[src/rtl/nand_ecc_pkg.sv]
// Shared encodings and FSM state constants for the NAND page ECC sequencer.
package nand_ecc_pkg;

    typedef enum logic [1:0] {
        CLEAN   = 2'd0,
        CORR    = 2'd1,
        ECC_ERR = 2'd2,
        UNCORR  = 2'd3
    } ecc_status_e;

    localparam int CHUNK_BYTES = 512;
    localparam int SYN_W       = 24;
    localparam int CORR_WEIGHT = 12;
    localparam int BYTE_W      = $clog2(CHUNK_BYTES);

    localparam logic [2:0] S_IDLE     = 3'd0;
    localparam logic [2:0] S_WAIT_ECC = 3'd1;
    localparam logic [2:0] S_CLASSIFY = 3'd2;
    localparam logic [2:0] S_RD       = 3'd3;
    localparam logic [2:0] S_RD_WAIT  = 3'd4;
    localparam logic [2:0] S_WR       = 3'd5;
    localparam logic [2:0] S_NEXT     = 3'd6;
    localparam logic [2:0] S_DONE     = 3'd7;

endpackage

[src/rtl/nand_ecc_syn_decode.sv]
// Combinational Hamming syndrome decode: weight, complementarity,
// chunk classification and faulty byte/bit position.
module nand_ecc_syn_decode
    import nand_ecc_pkg::*;
(
    input  logic [SYN_W-1:0]  syn,
    output ecc_status_e       cls,
    output logic [BYTE_W-1:0] byte_idx,
    output logic [2:0]        bit_idx
);

    logic [4:0] weight;
    logic       compl_ok;

    always_comb begin
        weight   = '0;
        compl_ok = 1'b1;
        for (int i = 0; i < SYN_W; i++) begin
            weight = weight + 5'(syn[i]);
        end
        for (int k = 0; k < SYN_W / 2; k++) begin
            compl_ok = compl_ok & (syn[2*k] ^ syn[2*k+1]);
        end
    end

    // Odd syndrome bits carry the position: three for the bit, nine for the byte.
    always_comb begin
        byte_idx = '0;
        for (int j = 0; j < BYTE_W; j++) begin
            byte_idx[j] = syn[7 + 2*j];
        end
    end

    assign bit_idx = {syn[5], syn[3], syn[1]};

    always_comb begin
        cls = UNCORR;
        if (weight == 5'd0)
            cls = CLEAN;
        else if (weight == 5'(CORR_WEIGHT) && compl_ok)
            cls = CORR;
        else if (weight == 5'd1)
            cls = ECC_ERR;
    end

endmodule

[src/rtl/nand_ecc_ctrl.sv]
// Page-level ECC sequencer: classifies each chunk and fixes single-bit data
// errors by read-modify-write. NAND_ECC_STATS_EN adds CORR/UNCORR counters.
//
// state      | meaning
// IDLE       | waiting for start
// WAIT_ECC   | ecc_ready high, waiting for the ECC pair
// CLASSIFY   | record chunk status, pick correction or skip
// RD         | read the faulty byte
// RD_WAIT    | capture read data
// WR         | write the byte back with the bad bit flipped
// NEXT       | advance chunk or finish
// DONE       | one-cycle done pulse
module nand_ecc_ctrl
    import nand_ecc_pkg::*;
#(
    parameter int CHUNKS = 4,
    parameter int ADDR_W = 11
) (
    input  logic                  clk,
    input  logic                  rst_n,
    input  logic                  start,
    input  logic                  ecc_valid,
    output logic                  ecc_ready,
    input  logic [SYN_W-1:0]      ecc_calc,
    input  logic [SYN_W-1:0]      ecc_stored,
    output logic                  buf_rd,
    output logic                  buf_wr,
    output logic [ADDR_W-1:0]     buf_addr,
    input  logic [7:0]            buf_rdata,
    output logic [7:0]            buf_wdata,
    output logic                  busy,
    output logic                  done,
    output logic [2*CHUNKS-1:0]   status,
    output logic                  page_uncorr
`ifdef NAND_ECC_STATS_EN
    ,
    input  logic                  clr_stats,
    output logic [15:0]           corr_total,
    output logic [15:0]           uncorr_total
`endif
);

    localparam int CHUNK_W = (CHUNKS > 1) ? $clog2(CHUNKS) : 1;

    logic [2:0]         state_q;
    logic [CHUNK_W-1:0] chunk_q;
    logic [SYN_W-1:0]   syn_q;
    logic [7:0]         rdata_q;
    logic [ADDR_W-1:0]  addr_q;

    ecc_status_e        cls;
    logic [BYTE_W-1:0]  byte_idx;
    logic [2:0]         bit_idx;

    nand_ecc_syn_decode u_decode (
        .syn      (syn_q),
        .cls      (cls),
        .byte_idx (byte_idx),
        .bit_idx  (bit_idx)
    );

    always_ff @(posedge clk or negedge rst_n) begin
        if (!rst_n) begin
            state_q     <= S_IDLE;
            chunk_q     <= '0;
            syn_q       <= '0;
            rdata_q     <= '0;
            addr_q      <= '0;
            status      <= '0;
            page_uncorr <= 1'b0;
        end else begin
            case (state_q)
                S_IDLE: begin
                    if (start) begin
                        status      <= '0;
                        page_uncorr <= 1'b0;
                        chunk_q     <= '0;
                        state_q     <= S_WAIT_ECC;
                    end
                end
                S_WAIT_ECC: begin
                    if (ecc_valid) begin
                        syn_q   <= ecc_calc ^ ecc_stored;
                        state_q <= S_CLASSIFY;
                    end
                end
                S_CLASSIFY: begin
                    status[2*int'(chunk_q) +: 2] <= cls;
                    addr_q <= ADDR_W'({chunk_q, byte_idx});
                    if (cls == CORR) begin
                        state_q <= S_RD;
                    end else begin
                        if (cls == UNCORR)
                            page_uncorr <= 1'b1;
                        state_q <= S_NEXT;
                    end
                end
                S_RD:      state_q <= S_RD_WAIT;
                S_RD_WAIT: begin
                    rdata_q <= buf_rdata;
                    state_q <= S_WR;
                end
                S_WR:      state_q <= S_NEXT;
                S_NEXT: begin
                    if (chunk_q == CHUNK_W'(CHUNKS - 1)) begin
                        state_q <= S_DONE;
                    end else begin
                        chunk_q <= chunk_q + 1'b1;
                        state_q <= S_WAIT_ECC;
                    end
                end
                S_DONE:    state_q <= S_IDLE;
                default:   state_q <= S_IDLE;
            endcase
        end
    end

    // Strobes decode straight from state so a reset drops them immediately.
    assign busy      = (state_q != S_IDLE) && (state_q != S_DONE);
    assign done      = (state_q == S_DONE);
    assign ecc_ready = (state_q == S_WAIT_ECC);
    assign buf_rd    = (state_q == S_RD);
    assign buf_wr    = (state_q == S_WR);
    assign buf_addr  = (buf_rd || buf_wr) ? addr_q : '0;
    assign buf_wdata = buf_wr ? (rdata_q ^ (8'h01 << bit_idx)) : 8'h00;

`ifdef NAND_ECC_STATS_EN
    always_ff @(posedge clk or negedge rst_n) begin
        if (!rst_n) begin
            corr_total   <= '0;
            uncorr_total <= '0;
        end else if (clr_stats) begin
            corr_total   <= '0;
            uncorr_total <= '0;
        end else if (state_q == S_CLASSIFY) begin
            if (cls == CORR && corr_total != 16'hFFFF)
                corr_total <= corr_total + 16'd1;
            if (cls == UNCORR && uncorr_total != 16'hFFFF)
                uncorr_total <= uncorr_total + 16'd1;
        end
    end
`endif

endmodule
[config.mk]
export PLATFORM = sky130hd
export DESIGN_NAME = nand_ecc_ctrl
export DESIGN_NICKNAME = d
export VERILOG_FILES = /design/src/rtl/nand_ecc_pkg.sv /design/src/rtl/nand_ecc_syn_decode.sv /design/src/rtl/nand_ecc_ctrl.sv
export SDC_FILE = /design/constraint.sdc
export NUM_CORES = 1
export LEC_CHECK = 0
export BUFFER_PORTS_ARGS = -buffer_cell sky130_fd_sc_hd__buf_2
export CAP_MARGIN = 20
export CORE_MARGIN = 2
export CORE_UTILIZATION = 50
export CTS_BUF_LIST = sky130_fd_sc_hd__clkbuf_2 sky130_fd_sc_hd__clkbuf_4 sky130_fd_sc_hd__clkbuf_8
export DETAILED_ROUTE_END_ITERATION = 7
export GPL_TIMING_DRIVEN = 0
export HOLD_SLACK_MARGIN = 0.02
export PLACE_DENSITY = 0.79
export SYNTH_ARGS = -nofsm -noshare
export SYNTH_HDL_FRONTEND = slang
export SYNTH_SLANG_ARGS = --single-unit
[constraint.sdc]
create_clock -name clk -period 4.5 [get_ports clk]
set_input_delay 0.225 -clock clk [delete_from_list [all_inputs] [get_ports clk]]
set_output_delay 0.225 -clock clk [all_outputs]
set_load 0.02 [all_outputs]
==> run summary, run 1 <==
Status -> finished with violations
Failing checks -> negative setup slack
Sum Neg Setup Slack -> -7.446 ns
Cell breakdown of the critical path -> ha_4 > inv_2 > fa_1 > inv_2 > fa_1 > fa_1 > fa_1 > inv_1 > fa_1 > inv_2 > fa_2 > inv_2 > fa_1 > nor3b_4 > nand4_1 > or4_4 > o32ai_4 > o21ai_1
Total track usage -> 0.2118
Pins Over Slew Limit -> 0
Drt total wl -> 7661 µm
DR vias/cell -> 4.962
CP bufs+invs -> 5
Period minus WS final -> 5.406 ns
Setup slack after layout -> -0.9063 ns
Fin. Hold Viols -> 0
Final setup fails -> 11
Clock Path Buffers -> 2
Top-area cell type share of the netlist area -> 0.4001
Final HPWL from detailed placement -> 5869 µm
DR vias -> 2868
Most used cell, CP -> fa_1
Synth Warn # -> 0
H-Tree Depth -> 3
Fmax -> 0.1850 GHz
First-pass GRT wire length -> 12700 µm
CTS root buffer -> clkbuf_8
Post-route ant nets -> 0
FF+latch count, synth -> 57
Layout Nets -> 565
Vias in the first global route -> 2865
Post-synth cell types -> 40
WS Path Type -> reg2reg
Total CTS buffers -> 9
Delay-heaviest family, CP -> adder cells
Initial Util -> 0.5218
Ant. Diodes -> 0
Height of the die -> 88.44 µm
Commonest non-fill, non-tap cells in the layout -> buf_2 (98), dfrtp_1 (57), inv_1 (34)
Gpl congestion -> 0.8741
Area growth, synth to finish -> 25.73%
Final Skew -> 0.01104 ns
Iter 0 DRT Violations -> 108
CP max-delay cell -> fa_1
Crit path launch type -> register
Max-slew headroom at the worst pin -> 0.5567
Most common cell after layout, fill and taps aside -> buf_2
WL per Instance -> 13.25 µm
Slew @ Worst Pin -> 0.6649 ns
Die width -> 88.44 µm
Worst setup EP type -> register
Worst Path Required -> 4.71 ns
Pre-antenna DRT Iters -> 4
Clock Latency Late Sink -> 0.34 ns
Unrepaired setup endpoints after global routing -> true
Max FO, Critical Path -> 4
# DRC -> 0
Core Util, Final -> 0.6560
PortBufs -> 92
CTS sink cnt -> 57
Share of layout cells above drive strength 1 -> 0.3237
Final worst-path cycle share -> 1.201
Avg Synthesized Cell Area -> 9.713 µm²
Syn_nets -> 455
Worst hold path type -> in2reg
Mapped Area -> 3565 µm²
Cells after Synth -> 367
CP arrival -> 5.62 ns
Max-Cap Viols -> 0
CTS tree -> yes
Grt total ovfl -> 0
Synth area leader -> dfrtp_1
Top post-synthesis cells by area -> dfrtp_1 (40%), fa_1 (9.5%), xor2_1 (5.9%), xnor2_1 (4.7%), mux2_2 (4.4%)
Die area -> 7821 µm²
Largest net degree at the start of global routing -> 31
Antenna violations before repair -> 0
Post-synthesis sequential area ratio -> 0.4001
Core area -> 6832 µm²
FP Rows -> 30
Critical Path Max Stage Delay -> 0.53 ns
I/O pins -> 93
Reg clk slew, reported paths -> 0.06 ns
cell usage after synthesis:
| master | instances |
|---|---|
| and2_1 | 12 |
| nand2_1 | 32 |
| nor4_1 | 1 |
| and3b_1 | 1 |
| and2_0 | 4 |
| nand3b_1 | 3 |
| xor2_1 | 24 |
| xor2_2 | 1 |
| nor2_2 | 2 |
| nor3b_1 | 5 |
| dfrtp_1 | 57 |
| fa_1 | 17 |
| nand4b_1 | 1 |
| and3_1 | 1 |
| o21ai_2 | 1 |
| mux2_2 | 14 |
| or3_1 | 2 |
| o21ai_0 | 31 |
| o21ai_1 | 3 |
| buf_4 | 1 |
| nand2b_1 | 2 |
| o211ai_1 | 2 |
| inv_1 | 38 |
| or2_2 | 1 |
| buf_6 | 1 |
| nand3_1 | 2 |
| xnor2_1 | 19 |
| or4_4 | 1 |
| nor2b_1 | 2 |
| o32ai_4 | 1 |
| a21o_1 | 1 |
| ha_1 | 11 |
| clkbuf_1 | 7 |
| nor3_1 | 2 |
| o31ai_1 | 1 |
| nor2_1 | 30 |
| o21a_1 | 1 |
| buf_2 | 6 |
| nand4_1 | 6 |
| a21oi_1 | 20 |
worst paths after layout:
| path | from | to | slack, ns | cells past startpoint |
|---|---|---|---|---|
| hold reg to reg | status[0] | status[0] | 0.47 | 2 |
| hold / removal | buf_rdata[1] | rdata_q[1] | 0.11 | 2 |
| setup / recovery | syn_q[0] | status[5] | -0.91 | 18 |
| min in group asynchronous | rst_n | addr_q[6] | 0.47 | 2 |
| setup reg to reg | syn_q[0] | status[5] | -0.91 | 18 |
| max in group asynchronous | rst_n | addr_q[9] | 3.46 | 3 |
worst reg2reg max path, stage by stage (launching register included):
cell and delay (ns):
dfrtp_1 0.41, ha_4 0.28, inv_2 0.03, fa_1 0.49, inv_2 0.05, fa_1 0.53, fa_1 0.44, fa_1 0.51
inv_1 0.05, fa_1 0.44, inv_2 0.08, fa_2 0.22, inv_2 0.04, fa_1 0.52, nor3b_4 0.23, nand4_1 0.16
or4_4 0.47, o32ai_4 0.19, o21ai_1 0.12
final cells by class:
type | instances | area (µm²)
Fill cell | 584 | 2350
Multi-Input combinational cell | 257 | 1974
Sequential cell | 57 | 1426
Timing Repair Buffer | 99 | 528.0
Clock buffer | 14 | 180.2
Inverter | 38 | 142.6
Tap cell | 96 | 120.1
Buffer | 15 | 75.07
Clock inverter | 2 | 35.03
layer usage:
metal | vias up | wire (µm) | part of all wire | track usage
li1 | 1409 | - | - | -
met1 | 1359 | 3357 | 0.44 | 0.2718
met2 | 89 | 3745 | 0.49 | 0.3397
met3 | 11 | 428 | 0.056 | 0.04664
met4 | 0 | 130 | 0.017 | 0.1074
met5 | - | 0 | 0 | 0
metrics by stage:
stage / setup slack, ns / instances / area [µm²] / hold WS, ns
floorplan: -0.4110 / 367 / 3570 / -0.07059
global placement: -0.7722 / 555 / 4150 / 0.4549
detailed placement: -0.8712 / 556 / 4170 / 0.2967
CTS: -0.8591 / 575 / 4436 / 0.1051
global route: -1.063 / 578 / 4482 / 0.1039
finish: -0.9063 / 578 / 4482 / 0.1144
state kept, by name, summed over array words and instances, names as in the netlist:
register and count:
addr_q 11, chunk_q 2, page_uncorr 1, rdata_q 8
state_q 3, status 8, syn_q 24
what timing repair did:
| action | CTS | global route |
|---|---|---|
| endpoints found under the hold margin | 29 | 0 |
| hold buffers | 1 | 0 |
| cloned | 0 | 0 |
| resized for setup | 13 | 5 |
| endpoints found under the setup margin | 11 | 11 |
| buffers inserted | 2 | 3 |
| pin swaps | 6 | 9 |
kinds of logic after synthesis:
logic type,synth area share
xor+xnor,0.1102
mux,0.04423
fa+ha+maj,0.1341
flops,0.4001
compound gates,0.09653
buf+inv,0.06108
simple gates,0.1537
Power of run 1 is left out: the tool's default activity adds up to more than one toggle a clock period on the data nets, which glitch-free logic cannot reach.
==> inputs of run 2 (changes only) <==
GPL_TIMING_DRIVEN = 1   (was 0)
SYNTH_HIERARCHICAL = 1   (was not set)
==> run summary, run 2 <==
Status -> finished with violations
Failing checks -> negative setup slack
Grt total ovfl -> 0 (unchanged)
Most common cell after layout, fill and taps aside -> buf_2
FF+latch count, synth -> 57 (unchanged)
Top reg by flops -> syn_q
Die width -> 90.33 µm (+2.1%)
Post-route ant nets -> 0 (unchanged)
Total CTS buffers -> 9 (unchanged)
Drt total wl -> 7924 µm (+3.4%)
Worst hold path type -> in2async
Area growth, synth to finish -> 24.98%
Gpl congestion -> 0.8419 (-3.7%)
Period minus WS final -> 5.022 ns (-0.3839 ns)
Pins Over Slew Limit -> 0 (unchanged)
Fin. Hold Viols -> 0 (unchanged)
Post-synthesis sequential area ratio -> 0.3828 (-0.01733)
DR vias -> 2858 (-0.35%)
Max-Cap Viols -> 0 (unchanged)
Crit path launch type -> register
Reg clk slew, reported paths -> 0.07 ns (about the same)
Sum Neg Setup Slack -> -4.459 ns (+2.987 ns)
Max FO, Critical Path -> 2 (-2)
Final HPWL from detailed placement -> 5946 µm (+1.3%)
Syn_nets -> 448 (-1.5%)
Slew @ Worst Pin -> 0.9228 ns (+0.2579 ns)
Height of the die -> 90.33 µm (+2.1%)
Ys flop type -> dfrtp_1
Antenna violations before repair -> 0 (unchanged)
Unrepaired setup endpoints after global routing -> true
Largest regs -> syn_q: 24 flops, addr_q: 11 flops
Commonest cells in the synthesized netlist -> dfrtp_1 (57), nor2_1 (37), inv_1 (34)
Die area -> 8159 µm² (+4.3%)
Synth area leader -> dfrtp_1
Max FFs per register -> 24 (unchanged)
Clock Path Buffers -> 2 (unchanged)
Hold Buf Count CTS -> 0 (-1)
Worst setup EP type -> register
# DRC -> 0 (unchanged)
Layout Nets -> 555 (-1.8%)
CTS tree -> yes
CTS sink cnt -> 57 (unchanged)
Fmax -> 0.1991 GHz (+7.6%)
Commonest non-fill, non-tap cells in the layout -> buf_2 (92), dfrtp_1 (57), nor2_1 (36)
WL per Instance -> 13.93 µm (+5.1%)
PortBufs -> 92 (unchanged)
FP Rows -> 31 (+3.3%)
Largest net degree at the start of global routing -> 58 (+87%)
CTS root buffer -> clkbuf_8
Synth Warn # -> 6 (+6)
Share of layout cells above drive strength 1 -> 0.3809 (+0.05720)
Initial Util -> 0.5137 (-0.008081)
Final setup fails -> 11 (unchanged)
Post-synth EDFFs -> 0 (unchanged)
Top post-synthesis cells by area -> dfrtp_1 (38%), fa_1 (9.1%), xnor2_1 (7.1%), mux2_2 (5.7%), ha_1 (4.4%)
Ys async rst share -> 1.000 (unchanged)
I/O pins -> 93 (unchanged)
Fillers -> 608 (+4.1%)
Total track usage -> 0.2061 (-0.005735)
Vias in the first global route -> 2913 (+1.7%)
WS Path Type -> reg2reg
Avg Synthesized Cell Area -> 10.41 µm² (+7.2%)
Max-slew headroom at the worst pin -> 0.3848 (-0.1719)
Final worst-path cycle share -> 1.116 (-0.08531)
Clock Latency Late Sink -> 0.34 ns (about the same)
Top-area cell type share of the netlist area -> 0.3828 (-0.01733)
Most common cell in the synthesized netlist -> dfrtp_1
Core area -> 7253 µm² (+6.2%)
Setup slack after layout -> -0.5223 ns (+0.3839 ns)
Iter 0 DRT Violations -> 79 (-27%)
First-pass GRT wire length -> 13380 µm (+5.3%)
Post-synth cell types -> 43 (+7.5%)
Pre-antenna DRT Iters -> 4 (unchanged)
Ant. Diodes -> 0 (unchanged)
Worst Path Required -> 4.68 ns (-0.03 ns)
Mapped Area -> 3726 µm² (+4.5%)
Cells after Synth -> 358 (-2.5%)
Final Skew -> 0.006303 ns (-0.004741 ns)
DR vias/cell -> 5.023 (+1.2%)
CP arrival -> 5.20 ns (-0.42 ns)
H-Tree Depth -> 3 (unchanged)
==> run 2: changes by cell type in the layout (fill, tap and decap cells not counted), sizes merged, moves of 11 or more <==
cell / before / now
and3: 1 / 12
and2: 16 / 0
nand2: 32 / 5
o21ai: 35 / 5
xnor2: 19 / 30
buf: 106 / 123
==> run 2: path summary, 6_finish.rpt <==
check | start | end | slack, ns | depth (start not counted)
min reg2reg | status[5] | status[5] | 0.50 | 1
min | rst_n | status[6] | 0.02 | 2
max in group asynchronous | rst_n | syn_q[9] | 4.00 | 2
max | syn_q[17] | state_q[2] | -0.52 | 19
min in group clk | buf_rdata[4] | rdata_q[4] | 0.12 | 2
max reg2reg | syn_q[17] | state_q[2] | -0.52 | 19
==> run 2: area by class of cell <==
| type | instances | area (µm²) | area share |
|---|---|---|---|
| well taps | 99 | 123.9 | 0.02660 |
| flip-flops and latches | 57 | 1426 | 0.3063 |
| clock inverters | 5 | 77.57 | 0.01666 |
| inverters | 34 | 127.6 | 0.02740 |
| clock buffers | 11 | 151.4 | 0.03251 |
| multi-input cells | 240 | 2042 | 0.4385 |
| repair buffers | 123 | 708.2 | 0.1521 |
==> run 2: worst max-delay path, cell delays in order, from the launching register on <==
cell     delay [ns]
dfrtp_1        0.40
fa_1           0.57
inv_1          0.06
fa_1           0.45
fa_1           0.51
inv_1          0.05
fa_1           0.47
inv_1          0.05
fa_1           0.42
inv_1          0.06
ha_2           0.17
inv_2          0.04
fa_2           0.36
xnor2_2        0.16
nand4_1        0.14
nor4_2         0.21
a31oi_2        0.15
or3b_4         0.39
a21oi_2        0.14
a31oi_1        0.06
==> run 2: timing repair <==
item                                    in CTS  in global routing
resized for setup                           14                  1
pin swaps                                   16                  3
hold endpoints to repair                     0                  0
endpoints found under the setup margin      11                 11
setup buffers                                5                  2
==> run 2: stage by stage <==
step                utilization  hold WS [ns]  setup WS (ns)  cells  cell area [µm²]
floorplan                     -      -0.07059        -0.5375    358             3751
global placement         0.5970        0.3996        -0.5360    546             4330
detailed placement       0.5970        0.4121        -0.7432    546             4330
CTS                      0.6400       0.05065        -0.4816    567             4642
global route             0.6421       0.09539        -0.7428    569             4657
finish                   0.6421       0.02433        -0.5223    569             4657
==> run 2: logic make-up after synthesis <==
logic type               count (synthesis)  synth area share
AND/OR/NAND/NOR                         96            0.1528
buffers and inverters                   61           0.08395
flip-flops                              57            0.3828
multiplexers                            24           0.07085
AO/OA/AOI/OAI                           45           0.06884
XOR/XNOR                                45            0.1058
adder cells (fa/ha/maj)                 30            0.1350
==> run 2: routing by layer <==
layer  part of all wire  track usage  up-vias
li1                   -            -     1386
met1               0.44       0.2643     1377
met2               0.50       0.3340       82
met3              0.049      0.05259       13
met4              0.017      0.08590        0
met5                  0            0        -
Power of run 2 is left out for the same reason.
